### config.mk
export PLATFORM = sky130hd
export DESIGN_NAME = branch_predict_unit
export DESIGN_NICKNAME = d
export VERILOG_FILES = /design/src/rtl/branch_predict_unit_pkg.sv /design/src/rtl/sat_counter_table.sv /design/src/rtl/branch_predict_unit.sv
export SDC_FILE = /design/constraint.sdc
export NUM_CORES = 1
export LEC_CHECK = 0
export CAP_MARGIN = 10
export CELL_PAD_IN_SITES_DETAIL_PLACEMENT = 1
export CELL_PAD_IN_SITES_GLOBAL_PLACEMENT = 1
export CORE_ASPECT_RATIO = 1.4
export CORE_MARGIN = 1.5
export CORE_UTILIZATION = 49
export CTS_CLUSTER_DIAMETER = 50
export DETAILED_ROUTE_END_ITERATION = 8
export PLACE_DENSITY_LB_ADDON = 0.05
export RECOVER_POWER = 50
export REMOVE_ABC_BUFFERS = 1
export SYNTH_ARGS = -nofsm -noshare
export SYNTH_HDL_FRONTEND = slang
export SYNTH_SLANG_ARGS = --single-unit
### constraint.sdc
create_clock -name clk -period 3.65 [get_ports clk]
set_clock_uncertainty 0.2 [all_clocks]
set_input_delay 0.365 -clock clk [delete_from_list [all_inputs] [get_ports clk]]
set_output_delay 0.365 -clock clk [all_outputs]
set_load 0.01 [all_outputs]
### src/rtl/branch_predict_unit_pkg.sv
// Shared constants and helpers for the branch predictor.
// The counter limits are derived from CNT_W and the index is cut out of the fetch PC.
package branch_predict_unit_pkg;

   localparam int IDX_W_DEF = 6;
   localparam int CNT_W_DEF = 2;
   localparam int PC_W_DEF  = 32;

   localparam int CNT_MIN = 0;

   // Weakly-not-taken: one below the taken threshold (0 for a 1-bit counter).
   function automatic int weak_nt(input int cnt_w);
      return (1 << (cnt_w - 1)) - 1;
   endfunction

   function automatic int cnt_max(input int cnt_w);
      return (1 << cnt_w) - 1;
   endfunction

   localparam int WEAK_NT = weak_nt(CNT_W_DEF);
   localparam int CNT_MAX = cnt_max(CNT_W_DEF);

   // Instructions are word-aligned, so the index starts at PC bit 2.
   function automatic logic [31:0] idx_of(input logic [63:0] pc, input int idx_w);
      logic [63:0] w_mask;
      logic [63:0] w_idx;
      w_mask = (64'd1 << idx_w) - 64'd1;
      w_idx  = (pc >> 2) & w_mask;
      return w_idx[31:0];
   endfunction

endpackage

### src/rtl/sat_counter_table.sv
// Table of saturating counters, with one combinational read port and one clocked
// inc/dec write port. The synchronous reset returns every entry to weakly-not-taken.
module sat_counter_table
   import branch_predict_unit_pkg::*;
#(
   parameter int IDX_W = IDX_W_DEF,
   parameter int CNT_W = CNT_W_DEF
) (
   input  logic             i_clk,
   input  logic             i_reset,
   input  logic [IDX_W-1:0] i_rd_idx,
   output logic [CNT_W-1:0] o_rd_cnt,
   input  logic             i_wr_en,
   input  logic [IDX_W-1:0] i_wr_idx,
   input  logic             i_wr_up
);

   localparam int DEPTH = 1 << IDX_W;
   localparam logic [CNT_W-1:0] L_WEAK_NT = CNT_W'(weak_nt(CNT_W));
   localparam logic [CNT_W-1:0] L_MAX     = CNT_W'(cnt_max(CNT_W));
   localparam logic [CNT_W-1:0] L_MIN     = CNT_W'(CNT_MIN);

   logic [CNT_W-1:0] r_cnt [DEPTH];
   logic [CNT_W-1:0] w_cur;

   assign o_rd_cnt = r_cnt[i_rd_idx];
   assign w_cur    = r_cnt[i_wr_idx];

   always_ff @(posedge i_clk) begin
      if (i_reset) begin
         // NOTE: every entry needs a defined start value, so this array is reset and lands in flops, not RAM.
         for (int i = 0; i < DEPTH; i++) r_cnt[i] <= L_WEAK_NT;
      end else if (i_wr_en) begin
         if (i_wr_up && (w_cur != L_MAX))
            r_cnt[i_wr_idx] <= w_cur + 1'b1;
         else if (!i_wr_up && (w_cur != L_MIN))
            r_cnt[i_wr_idx] <= w_cur - 1'b1;
      end
   end

endmodule

### src/rtl/branch_predict_unit.sv
// PC-indexed saturating-counter branch predictor with fetch->decode->execute tracking.
// Optional BPRED_STATS_EN adds brcount/mispcount statistics outputs.
module branch_predict_unit
   import branch_predict_unit_pkg::*;
#(
   parameter int IDX_W = IDX_W_DEF,
   parameter int CNT_W = CNT_W_DEF,
   parameter int PC_W  = PC_W_DEF
) (
   input  logic            clk,
   input  logic            reset,
   input  logic [PC_W-1:0] pcF,
   output logic            predtakenF,
   input  logic            stallD,
   input  logic            flushD,
   input  logic            branchD,
   input  logic            equalD,
   output logic            predtakenD,
   output logic            mispredictD,
   output logic            recovertakenD,
   output logic            branchE,
   output logic            mispredictE
`ifdef BPRED_STATS_EN
   ,
   output logic [31:0]     brcount,
   output logic [31:0]     mispcount
`endif
);

   logic [IDX_W-1:0] w_idxF;
   logic [CNT_W-1:0] w_cntF;
   logic             w_resolveD;
   logic             w_updateD;

   logic             r_validD;
   logic             r_predtakenD;
   logic [IDX_W-1:0] r_idxD;
   logic             r_branchE;
   logic             r_mispredictE;

   assign w_idxF = IDX_W'(idx_of(64'(pcF), IDX_W));

   sat_counter_table #(
      .IDX_W (IDX_W),
      .CNT_W (CNT_W)
   ) u_table (
      .i_clk    (clk),
      .i_reset  (reset),
      .i_rd_idx (w_idxF),
      .o_rd_cnt (w_cntF),
      .i_wr_en  (w_updateD),
      .i_wr_idx (r_idxD),
      .i_wr_up  (equalD)
   );

   assign predtakenF = w_cntF[CNT_W-1];

   // A stalled branch trains only on the cycle it leaves decode.
   assign w_resolveD    = branchD & r_validD;
   assign w_updateD     = w_resolveD & ~stallD;
   assign mispredictD   = w_resolveD & (r_predtakenD ^ equalD);
   assign recovertakenD = equalD;
   assign predtakenD    = r_predtakenD;
   assign branchE       = r_branchE;
   assign mispredictE   = r_mispredictE;

   always_ff @(posedge clk) begin
      if (reset || flushD) begin
         // NOTE: clocked state always uses non-blocking assignments so every flop samples pre-edge values.
         r_validD     <= 1'b0;
         r_predtakenD <= 1'b0;
         r_idxD       <= '0;
      end else if (!stallD) begin
         r_validD     <= 1'b1;
         r_predtakenD <= predtakenF;
         r_idxD       <= w_idxF;
      end
   end

   always_ff @(posedge clk) begin
      if (reset) begin
         r_branchE     <= 1'b0;
         r_mispredictE <= 1'b0;
      end else begin
         r_branchE     <= w_updateD;
         r_mispredictE <= mispredictD & ~stallD;
      end
   end

`ifdef BPRED_STATS_EN
   logic [31:0] r_brcount;
   logic [31:0] r_mispcount;

   always_ff @(posedge clk) begin
      if (reset) begin
         r_brcount   <= '0;
         r_mispcount <= '0;
      end else if (w_updateD) begin
         r_brcount <= r_brcount + 32'd1;
         if (mispredictD) r_mispcount <= r_mispcount + 32'd1;
      end
   end

   assign brcount   = r_brcount;
   assign mispcount = r_mispcount;
`endif

endmodule

==> out/metrics.csv <==
metric,value,unit
yosysTopAreaCellShare,48.4,%
die-area,0.0170,mm^2
internal-power,3.34,mW
hp-start,r_validD,
switching_share,23.4,%
cts_tree,built,
core-area,0.0157,mm^2
cts_max_level,4,
die_w,111,um
crit_fanout,28,
ys_top_cells_by_area,"edfxtp_1, mux4_2, a31o_2, nor4_1, nand4_1",
worstMarginPinSlew,1110,ps
finalNetCount,645,
io_buffers,17,
yosysTopAreaCell,edfxtp_1,
fin_ws,6.86,ps
yosys_warnings,0,
fin_crit_sh,99.8,%
track_usage,33.4,%
cp-end-kind,register,
multiInputGateArea,0.00363,mm^2
fp-row-count,54,
antenna-diode-count,0,
slew_violations,0,
cap_violations,0,
regArea,0.00417,mm^2
avgViaCountPerCell,7.50,
clockRootBuffer,clkbuf_16,
finalHoldViolCount,0,
postRouteAntennaNets,0,
yosys.cell_count.top_type,edfxtp_1,
start_kind,register,
antenna_found_initial,0,
fin_crit,3640,ps
die_h,154,um
p_per_area,458,mW/mm^2
synth_seq_cells,144,
wl,28100,um
cts.path.max_buffers,2,
postPlaceCellArea,0.00845,mm^2
finalPower,4.36,mW
power_switching,1.02,mW
dr.pass1.iters,7,
path_clk_slew,60,ps
place_hpwl,17700,um
drive_above_1_share,39.8,%
cp_slowest_cell,mux4_2,
fillers,1509,
cts_buffers,17,
routabilityCongestion,0.897,
slowest_delay,580,ps
grt_pass1_wl,41000,um
outcome,completed,
ys_types,39,
clkSinkCount,144,
arrival,3660,ps
ys_seq_area_share,52.5,%
initial_core_util,50.4,%
fmax,274,MHz
syn_to_final_growth,20.0,%
async_flop_share,0,%
synth-edff-count,128,
rsz0062_at_grt,yes,
min_to,r_validD,
ctsHoldBuffers,0,
r2r_end,u_table.r_cnt[13][1],
fin_area,0.00952,mm^2
p_leak,2.74,nW
power_frac_clock,46.1,%
wl_per_cell,34.4,um
synthTopCellsByCount,"edfxtp_1, a31o_2, nor4_1, nand4_1, mux4_2",
synthesis.area,0.00794,mm^2
worstSetupPathType,register to register,
postSynthCellCount,600,
drt_iter0_markers,651,
rr_worst_depth,9,
max_slew_margin,25.9,%
dp_slack,-131,ps
setup_viol,0,
drc_errors,0,
worst_hold_slack,260,ps
combinationalPowerShare,11.5,%
hold_path_depth,2,
grt-ovfl-total,0,
avgSynthCellArea,13.2,um^2
num_vias,6120,
pwr-share-seq,42.3,%
grt_max_degree,67,
peakVddDrop,0.353,mV
min_path_type,register to register,
r2r_setup_slack,7,ps
ys.flop_type,edfxtp_1,
worstPathRequired,3670,ps
clk_latency,440,ps
cp_cell_sequence,"bufbuf_16, mux4_2, mux2i_4, a221oi_1, a22oi_2, nor2_1, mux2_4, buf_12, nor4_1",
ios,44,
grt_pass1_vias,6206,
[layout make-up]
| type | instances | share of cell area, % |
|---|---|---|
| inverters | 5 | 0.197 |
| clock inverters | 10 | 2.19 |
| clock buffers | 22 | 4.87 |
| repair buffers | 73 | 8.30 |
| flip-flops and latches | 144 | 43.8 |
| multi-input cells | 366 | 38.1 |
| well taps | 196 | 2.58 |
[registers in the layout, summed over array words and instances (netlist names), named ones only]
| name | count |
|---|---|
| branchE | 1 |
| mispredictE | 1 |
| r_idxD | 6 |
| u_table.r_cnt | 128 |
| predtakenD | 1 |
| r_validD | 1 |
[stage by stage]
step	TNS, ps	cells	utilization [%]
after global placement	-239	773	53.7
after floorplan	-1091600	515	-
after detailed placement	-908	773	53.7
after CTS	0	810	58.8
after global routing	-239	816	60.5
final	0	816	60.5
[worst max path at each step]
stage               startpoint                    to  slack [ps]
floorplan             register   u_table.r_cnt[0][0]       -5400
global placement        pcF[2]            predtakenF         -80
detailed placement    register   u_table.r_cnt[6][1]        -130
CTS                   register  u_table.r_cnt[12][1]         0.2
global route          register  u_table.r_cnt[13][1]         -60
finish                register  u_table.r_cnt[13][1]           7
[layout by cell type (no fill, tap or decap), types with 2 or more instances in the layout]
master,count
a221oi_1,4
a22oi_1,2
a22oi_2,2
a31o_2,65
and2_1,6
buf_12,11
buf_4,42
bufbuf_16,2
bufinv_16,6
clkbuf_1,3
clkbuf_16,18
clkbuf_8,2
clkdlybuf4s50_1,15
clkinv_4,2
dfxtp_1,15
edfxtp_1,128
inv_1,4
mux2i_1,22
mux2i_4,2
mux4_2,51
nand2_1,11
nand2b_1,2
nand3_1,3
nand4_1,64
nor2_1,27
nor2_2,4
nor2b_1,8
nor3_1,2
nor4_1,44
nor4_2,21
o2111ai_4,4
o211ai_1,2
or2_2,2
[routing by layer]
metal / track usage (%) / share of wire (%) / up-vias
li1: - / - / 2523
met2: 54.8 / 50 / 362
met5: 0 / 0 / -
met1: 42.7 / 37 / 3134
met4: 15.8 / 4.6 / 0
met3: 6.66 / 8.8 / 101
[repair_timing]
item	in CTS	in global routing
gates cloned	2	1
endpoints found under the hold margin	0	0
gates resized for setup	7	32
setup buffers	3	5
pin swaps	3	3
endpoints found under the setup margin	160	249
[power by group through the flow]
| stage | registers [mW] | clock network, mW | logic (mW) |
|---|---|---|---|
| 3_3_place_gp | 1.87 | 0 | 0.420 |
| 4_1_cts | 1.84 | 2.02 | 0.457 |
| 6_report | 1.85 | 2.01 | 0.503 |
| 5_1_grt | 1.85 | 2.08 | 0.522 |
| 3_5_place_dp | 1.88 | 0 | 0.430 |
| 2_1_floorplan | 1.87 | 0 | 0.231 |
[kinds of logic after synthesis]
family / count (synthesis) / synth area share [%]
AO/OA/AOI/OAI: 88 / 10.1
XOR/XNOR: 2 / 0.457
buffers and inverters: 90 / 4.85
flip-flops: 144 / 52.5
multiplexers: 78 / 17.9
AND/OR/NAND/NOR: 198 / 14.2
[worst max-delay path, delay by kind of cell, from the launching register on]
family	cells	cell delay, ps
AOI/OAI and AO/OA	2	480
muxes	3	1220
buffers and inverters	2	560
and+or+nand+nor	2	510
DFF	1	450
(Power assumes the default switching activity.)
